File: config.mk
export PLATFORM = sky130hd
export DESIGN_NAME = multicycle_controller_flat
export DESIGN_NICKNAME = d
export VERILOG_FILES = /design/src/rtl/multicycle_controller_if.sv /design/src/rtl/multicycle_controller.sv /design/src/flat_wrapper.sv
export SDC_FILE = /design/constraint.sdc
export NUM_CORES = 1
export LEC_CHECK = 0
export BUFFER_PORTS_ARGS = -buffer_cell sky130_fd_sc_hd__buf_2
export CAP_MARGIN = 20
export CORE_ASPECT_RATIO = 1.5
export CORE_MARGIN = 2
export CORE_UTILIZATION = 45
export DETAILED_ROUTE_END_ITERATION = 10
export GPL_TIMING_DRIVEN = 0
export PLACE_DENSITY = 0.72
export SETUP_SLACK_MARGIN = 0.4
export SLEW_MARGIN = 10
export SYNTH_ARGS = -nofsm -noshare
export SYNTH_HDL_FRONTEND = slang
export SYNTH_SLANG_ARGS = --single-unit
export TNS_END_PERCENT = 100
File: constraint.sdc
create_clock -name clk -period 2 [get_ports clk]
set_clock_uncertainty 0.1 [all_clocks]
set_input_delay 0.4 -clock clk [delete_from_list [all_inputs] [get_ports clk]]
set_output_delay 0.4 -clock clk [all_outputs]
set_load 0.02 [all_outputs]
File: src/rtl/multicycle_controller_if.sv
// Control bundle between the multi-cycle sequencer and the datapath/memory.
// The sequencer takes the slave view; the datapath (or a bench) takes the master view.
interface multicycle_controller_if #(
  parameter int CNT_W = 32
);
  logic             stall;
  logic [6:0]       opcode;
  logic             mem_ready;
  logic             mem_read;
  logic             mem_write;
  logic             i_or_d;
  logic             ir_write;
  logic             pc_write;
  logic             alu_src;
  logic [1:0]       alu_op;
  logic             reg_write;
  logic             mem_to_reg;
  logic             illegal;
  logic             timeout;
  logic [2:0]       state_o;
  logic [CNT_W-1:0] instr_count;

  modport slave (
    input  stall, opcode, mem_ready,
    output mem_read, mem_write, i_or_d, ir_write, pc_write, alu_src, alu_op,
           reg_write, mem_to_reg, illegal, timeout, state_o, instr_count
  );

  modport master (
    output stall, opcode, mem_ready,
    input  mem_read, mem_write, i_or_d, ir_write, pc_write, alu_src, alu_op,
           reg_write, mem_to_reg, illegal, timeout, state_o, instr_count
  );
endinterface

File: src/rtl/multicycle_controller.sv
// Multi-cycle sequencer for the simple RISC-V core: steps fetch, decode, execute,
// address, memory and writeback over a shared single-port memory and ALU.
// Handles R-type, addi, load and store; traps on illegal opcodes and memory timeouts.
// Strobes are decoded from the current state (plus the fetch-complete Mealy terms).
module multicycle_controller #(
  parameter int MEM_TIMEOUT = 16,
  parameter int CNT_W       = 32
) (
  input  logic                   clk,
  input  logic                   rst_n,
  multicycle_controller_if.slave bus
);

  localparam int WAIT_W = (MEM_TIMEOUT > 2) ? $clog2(MEM_TIMEOUT) : 1;
  localparam logic [WAIT_W-1:0] WAIT_LAST = WAIT_W'(MEM_TIMEOUT - 1);

  localparam logic [6:0] OPC_R     = 7'b0110011;
  localparam logic [6:0] OPC_I     = 7'b0010011;
  localparam logic [6:0] OPC_LOAD  = 7'b0000011;
  localparam logic [6:0] OPC_STORE = 7'b0100011;

  typedef enum logic [2:0] {
    S_FETCH  = 3'd0,
    S_DECODE = 3'd1,
    S_EXEC   = 3'd2,
    S_ADDR   = 3'd3,
    S_MEM    = 3'd4,
    S_WB     = 3'd5,
    S_TRAP   = 3'd6
  } state_t;

  typedef enum logic [1:0] {
    OP_R     = 2'd0,
    OP_I     = 2'd1,
    OP_LOAD  = 2'd2,
    OP_STORE = 2'd3
  } op_t;

  state_t           stateQ, stateD;
  op_t              opQ, opD;
  logic [WAIT_W-1:0] waitQ, waitD;
  logic [CNT_W-1:0] cntQ, cntD;
  logic             illegalQ, illegalD;
  logic             timeoutQ, timeoutD;

  logic       memRead, memWrite, iOrD, irWrite, pcWrite, aluSrc, regWrite, memToReg;
  logic [1:0] aluOp;

  // State, decoded-op, wait counter, retire counter and sticky trap flags.
  always_ff @(posedge clk or negedge rst_n) begin
    if (!rst_n) begin
      stateQ   <= S_FETCH;
      opQ      <= OP_R;
      waitQ    <= '0;
      cntQ     <= '0;
      illegalQ <= 1'b0;
      timeoutQ <= 1'b0;
    end else begin
      stateQ   <= stateD;
      opQ      <= opD;
      waitQ    <= waitD;
      cntQ     <= cntD;
      illegalQ <= illegalD;
      timeoutQ <= timeoutD;
    end
  end

  // Next-state logic; a stall freezes everything, TRAP ignores stall and never leaves.
  always_comb begin
    stateD   = stateQ;
    opD      = opQ;
    waitD    = waitQ;
    cntD     = cntQ;
    illegalD = illegalQ;
    timeoutD = timeoutQ;

    if (!bus.stall) begin
      unique case (stateQ)
        S_FETCH: begin
          if (bus.mem_ready) begin
            stateD = S_DECODE;
          end else if (waitQ == WAIT_LAST) begin
            stateD   = S_TRAP;
            timeoutD = 1'b1;
          end else begin
            waitD = waitQ + WAIT_W'(1);
          end
        end
        S_DECODE: begin
          unique case (bus.opcode)
            OPC_R:     begin opD = OP_R;     stateD = S_EXEC; end
            OPC_I:     begin opD = OP_I;     stateD = S_EXEC; end
            OPC_LOAD:  begin opD = OP_LOAD;  stateD = S_ADDR; end
            OPC_STORE: begin opD = OP_STORE; stateD = S_ADDR; end
            default: begin
              stateD   = S_TRAP;
              illegalD = 1'b1;
            end
          endcase
        end
        S_EXEC: stateD = S_WB;
        S_ADDR: stateD = S_MEM;
        S_MEM: begin
          if (bus.mem_ready) begin
            if (opQ == OP_STORE) begin
              stateD = S_FETCH;
              cntD   = cntQ + CNT_W'(1);
            end else begin
              stateD = S_WB;
            end
          end else if (waitQ == WAIT_LAST) begin
            stateD   = S_TRAP;
            timeoutD = 1'b1;
          end else begin
            waitD = waitQ + WAIT_W'(1);
          end
        end
        S_WB: begin
          stateD = S_FETCH;
          cntD   = cntQ + CNT_W'(1);
        end
        S_TRAP: stateD = S_TRAP;
        default: stateD = S_FETCH;
      endcase
    end

    // Wait counter measures consecutive waits within one state only.
    if (stateD != stateQ) begin
      waitD = '0;
    end
  end

  // Strobe decode from state/op; stall masks the side-effecting strobes, reset masks all.
  always_comb begin
    memRead  = 1'b0;
    memWrite = 1'b0;
    iOrD     = 1'b0;
    irWrite  = 1'b0;
    pcWrite  = 1'b0;
    aluSrc   = 1'b0;
    aluOp    = 2'b00;
    regWrite = 1'b0;
    memToReg = 1'b0;

    unique case (stateQ)
      S_FETCH: begin
        memRead = 1'b1;
        if (bus.mem_ready && !bus.stall) begin
          irWrite = 1'b1;
          pcWrite = 1'b1;
        end
      end
      S_EXEC: begin
        aluSrc = (opQ == OP_I);
        aluOp  = (opQ == OP_I) ? 2'b00 : 2'b10;
      end
      S_ADDR: begin
        aluSrc = 1'b1;
        aluOp  = 2'b01;
      end
      S_MEM: begin
        iOrD     = 1'b1;
        aluSrc   = 1'b1;
        aluOp    = 2'b01;
        memRead  = (opQ == OP_LOAD);
        memWrite = (opQ == OP_STORE);
      end
      S_WB: begin
        regWrite = 1'b1;
        memToReg = (opQ == OP_LOAD);
      end
      default: ;
    endcase

    if (bus.stall) begin
      irWrite  = 1'b0;
      pcWrite  = 1'b0;
      regWrite = 1'b0;
      memWrite = 1'b0;
    end

    if (!rst_n) begin
      memRead  = 1'b0;
      memWrite = 1'b0;
      iOrD     = 1'b0;
      irWrite  = 1'b0;
      pcWrite  = 1'b0;
      aluSrc   = 1'b0;
      aluOp    = 2'b00;
      regWrite = 1'b0;
      memToReg = 1'b0;
    end
  end

  assign bus.mem_read    = memRead;
  assign bus.mem_write   = memWrite;
  assign bus.i_or_d      = iOrD;
  assign bus.ir_write    = irWrite;
  assign bus.pc_write    = pcWrite;
  assign bus.alu_src     = aluSrc;
  assign bus.alu_op      = aluOp;
  assign bus.reg_write   = regWrite;
  assign bus.mem_to_reg  = memToReg;
  assign bus.illegal     = illegalQ;
  assign bus.timeout     = timeoutQ;
  assign bus.state_o     = stateQ;
  assign bus.instr_count = cntQ;

endmodule
File: src/flat_wrapper.sv
// flat-port wrapper written by rule: the top's interface ports become plain ports
module multicycle_controller_flat 
#(
  parameter int MEM_TIMEOUT = 16,
  parameter int CNT_W       = 32
)
  (clk, rst_n, bus_stall, bus_opcode, bus_mem_ready, bus_mem_read, bus_mem_write, bus_i_or_d, bus_ir_write, bus_pc_write, bus_alu_src, bus_alu_op, bus_reg_write, bus_mem_to_reg, bus_illegal, bus_timeout, bus_state_o, bus_instr_count);
  multicycle_controller_if #(.CNT_W(CNT_W)) bus_i ();
  input  logic clk;
  input  logic rst_n;
  input wire logic [$bits(bus_i.stall)-1:0] bus_stall;
  input wire logic [$bits(bus_i.opcode)-1:0] bus_opcode;
  input wire logic [$bits(bus_i.mem_ready)-1:0] bus_mem_ready;
  output wire logic [$bits(bus_i.mem_read)-1:0] bus_mem_read;
  output wire logic [$bits(bus_i.mem_write)-1:0] bus_mem_write;
  output wire logic [$bits(bus_i.i_or_d)-1:0] bus_i_or_d;
  output wire logic [$bits(bus_i.ir_write)-1:0] bus_ir_write;
  output wire logic [$bits(bus_i.pc_write)-1:0] bus_pc_write;
  output wire logic [$bits(bus_i.alu_src)-1:0] bus_alu_src;
  output wire logic [$bits(bus_i.alu_op)-1:0] bus_alu_op;
  output wire logic [$bits(bus_i.reg_write)-1:0] bus_reg_write;
  output wire logic [$bits(bus_i.mem_to_reg)-1:0] bus_mem_to_reg;
  output wire logic [$bits(bus_i.illegal)-1:0] bus_illegal;
  output wire logic [$bits(bus_i.timeout)-1:0] bus_timeout;
  output wire logic [$bits(bus_i.state_o)-1:0] bus_state_o;
  output wire logic [$bits(bus_i.instr_count)-1:0] bus_instr_count;
  assign bus_i.stall = bus_stall;
  assign bus_i.opcode = bus_opcode;
  assign bus_i.mem_ready = bus_mem_ready;
  assign bus_mem_read = bus_i.mem_read;
  assign bus_mem_write = bus_i.mem_write;
  assign bus_i_or_d = bus_i.i_or_d;
  assign bus_ir_write = bus_i.ir_write;
  assign bus_pc_write = bus_i.pc_write;
  assign bus_alu_src = bus_i.alu_src;
  assign bus_alu_op = bus_i.alu_op;
  assign bus_reg_write = bus_i.reg_write;
  assign bus_mem_to_reg = bus_i.mem_to_reg;
  assign bus_illegal = bus_i.illegal;
  assign bus_timeout = bus_i.timeout;
  assign bus_state_o = bus_i.state_o;
  assign bus_instr_count = bus_i.instr_count;
  multicycle_controller #(.MEM_TIMEOUT(MEM_TIMEOUT), .CNT_W(CNT_W)) u_core (.clk(clk), .rst_n(rst_n), .bus(bus_i));
endmodule
==> results_dict.tcl <==
set metrics [dict create \
    cp_num_buf_inv 3 \
    dr.first_iter.drc_count 107 \
    min_path_type "primary input to async pin" \
    drive_above_1_share_pct 60.75 \
    ys_seq_area_share_pct 48.31 \
    grt_pass1_wl_mm 9.466 \
    crit_type "register to output pin" \
    synth_fa_ha_area_share_pct 1.124 \
    path_cells "buf_6 > clkbuf_16 > or3b_4 > a21boi_4 > buf_6" \
    end_kind "output pin" \
    vdd_drop_max_v 0.0008535 \
    antenna_left 0 \
    rsz0062_at_grt "yes" \
    die_w_um 61.44 \
    slew_viol_final 0 \
    relSlewSlack_pct 51.14 \
    synth_cells 224 \
    globalplace.congestion 0.8023 \
    numCtsBuffers 5 \
    synth_mux_area_share_pct 0.9551 \
    cpLargestDelayFamily "flip-flops" \
    ys.flop_type "dfrtp_1" \
    drc 0 \
    grt_pass1_vias 1979 \
    setup_viol_count_final 7 \
    cts.sinks 43 \
    worstMarginPinSlew_ns 0.7330 \
    synthesis.nets 237 \
    period_needed_ns 2.087 \
    grt_max_degree 49 \
    grt.total_usage_pct 22.28 \
    critPathLaunch "u_core.bus.state_o[1]$_DFF_PN0_" \
    dp_hpwl_mm 3.476 \
    cp_common_cell "buf_6" \
    clk_latency_ns 0.29 \
    critPathArrivalTime_ns 1.59 \
    coreArea_sq_mm 0.004810 \
    cts_root_buf "clkbuf_8" \
    max_freq_ghz 0.4792 \
    cts_tree "done" \
    antenna_cells 0 \
    die_area_sq_mm 0.005539 \
    cts_max_level 2 \
    synth.area.top_cells "dfrtp_1 48%, xnor2_1 9.4%, nand2_1 4.7%, xor2_1 3.9%, and3_1 3.4%" \
    port_buffers 57 \
    p_per_area_mw_per_mm2 947.1 \
    row_count 31 \
    path_clk_slew_ns 0.09 \
    hold_violations 43 \
    fin_crit_sh_pct 104.3 \
    synth_top_family_by_area "simple AND/OR/NAND/NOR gates" \
    antenna_found_initial 0 \
    synth_top_cell_area_share_pct 48.31 \
    avgSynthCellArea_sq_um 9.943 \
    synth_compound_area_share_pct 6.910 \
    vias 2142 \
    leakagePower_nw 1.860 \
    globalRouteOverflowTotal 0 \
    netlist_area_sq_mm 0.002227 \
    via_per_inst 5.535 \
    drt_pre_antenna_iters 5 \
    ys_warn_count 0 \
    routedWlPerCell_um 16.90 \
    max-clock-path-buffers 2 \
    start_kind "register" \
    areaGrowthSynthToFinish_pct 66.52 \
    critical_path.max_stage_delay_ns 0.39 \
    fin_tns_setup_ns -0.2861 \
    required_ns 1.50 \
    status "finished with violations" \
    synth_simple_gate_area_share_pct 26.80 \
    critPathMaxFanout 6 \
    timing.final.ws_setup_ns -0.08685 \
    synthXorXnorAreaFrac_pct 13.37 \
    drv_cap 0 \
    synthDistinctLibCells 42 \
    r2r-start "u_core.bus.state_o[1]$_DFF_PN0_" \
    synth-seq-cells 43 \
    final_nets 333 \
    violations "hold timing, setup timing" \
    yosysTopAreaCell "dfrtp_1" \
    r2r_slack_ns -0.01 \
    place_ws_ns -0.4797 \
    synth_edf_count 0 \
    drt-total-wl_mm 6.542 \
    initial_core_util_pct 46.31 \
    async_flop_share_pct 100.0 \
    whs_ns -0.09712 \
    crit_slowest_cell "dfrtp_2" \
    die_h_um 90.16 \
    ios 58 \
]
==> layout by cell type, fill, tap and decap left out, types with 6 or more instances in the layout <==
master and count:
nor2_1 8, dfrtp_2 13, buf_2 46, buf_4 18, nand2_1 17, buf_6 27, nand3_1 6, xnor2_1 16
nor3_4 6, nand4_1 7, xor2_1 8, and3_4 7, xnor2_2 8, nand2_2 7, dfrtp_1 30
==> stage by stage <==
step           hold slack, ns  utilization, %  instance area (sq um)  power [mW]  std cells
3_5_place_dp           0.3429           58.19                   2799       2.027        347
2_1_floorplan        0.004409               -                   2431       1.784        224
4_1_cts              -0.08471           71.33                   3431       3.246        375
6_report             -0.09712           77.11                   3709       3.512        387
5_1_grt              -0.08771           77.11                   3709       3.666        387
3_3_place_gp           0.3434           58.19                   2799       2.005        347
==> cell families after synthesis <==
kind of cell,Yosys count
fa+ha+maj,2
simple gates,109
flops,43
compound gates,22
xor+xnor,34
buf+inv,12
mux,2
==> area by class of cell <==
| type | count | area, sq um |
|---|---|---|
| plain buffers | 8 | 110.1 |
| clock buffers | 5 | 68.82 |
| clock inverters | 3 | 67.56 |
| fillers | 337 | 1101 |
| inverters | 4 | 15.01 |
| multi-input cells | 169 | 1609 |
| flip-flops and latches | 43 | 1092 |
| well taps | 66 | 82.58 |
| repair buffers | 89 | 663.1 |
==> sequential cells by signal, indices dropped and copies added, names as in the netlist <==
register / count
u_core.bus.illegal: 1
u_core.bus.timeout: 1
u_core.bus.instr_count: 32
u_core.waitQ: 4
u_core.bus.state_o: 3
u_core.opQ: 2
==> cell usage after synthesis (all sizes together), types with 2 or more instances <==
cell and count:
buf 5, nand2 30, a21oi 6, nor2 15
and4 3, nor2b 3, inv 4, and4b 2
nor4 3, nand2b 5, ha 2, xnor2 24
and2 2, nand3 12, nor3 11, and3 12
a21boi 4, xor2 10, dfrtp 43, o21ai 2
clkbuf 3, a21o 2, nand4 7
==> power breakdown <==
part | internal [mW] | leakage (nW) | switching [mW]
clock network | 0.498 | 0.0644 | 0.300
registers | 0.954 | 0.563 | 0.100
logic | 0.813 | 1.23 | 0.847
total | 2.27 | 1.86 | 1.25
==> worst paths after layout <==
kind / end / cells past startpoint
max: bus_alu_src / 5
min: u_core.bus.illegal$_DFFE_PN0P_ / 1
min reg2reg: u_core.bus.instr_count[6]$_DFFE_PN0P_ / 1
max in group asynchronous: u_core.bus.instr_count[15]$_DFFE_PN0P_ / 1
min in group clk: u_core.opQ[1]$_DFFE_PN0P_ / 2
max reg2reg: u_core.bus.instr_count[9]$_DFFE_PN0P_ / 8
==> per-layer routing <==
metal / routed length (um) / global-route usage, % / vias up
met5: 0 / 0 / -
met4: 178 / 8.511 / 0
met3: 347 / 4.892 / 16
met2: 3505 / 35.64 / 90
met1: 2510 / 28.75 / 1067
li1: - / - / 969
==> what timing repair did <==
item	CTS	global route
pin swaps	38	27
hold endpoints to repair	43	43
buffers inserted	20	12
setup endpoints to repair	41	50
resized for setup	81	37
No activity file was read; power rests on OpenSTA's default activity.
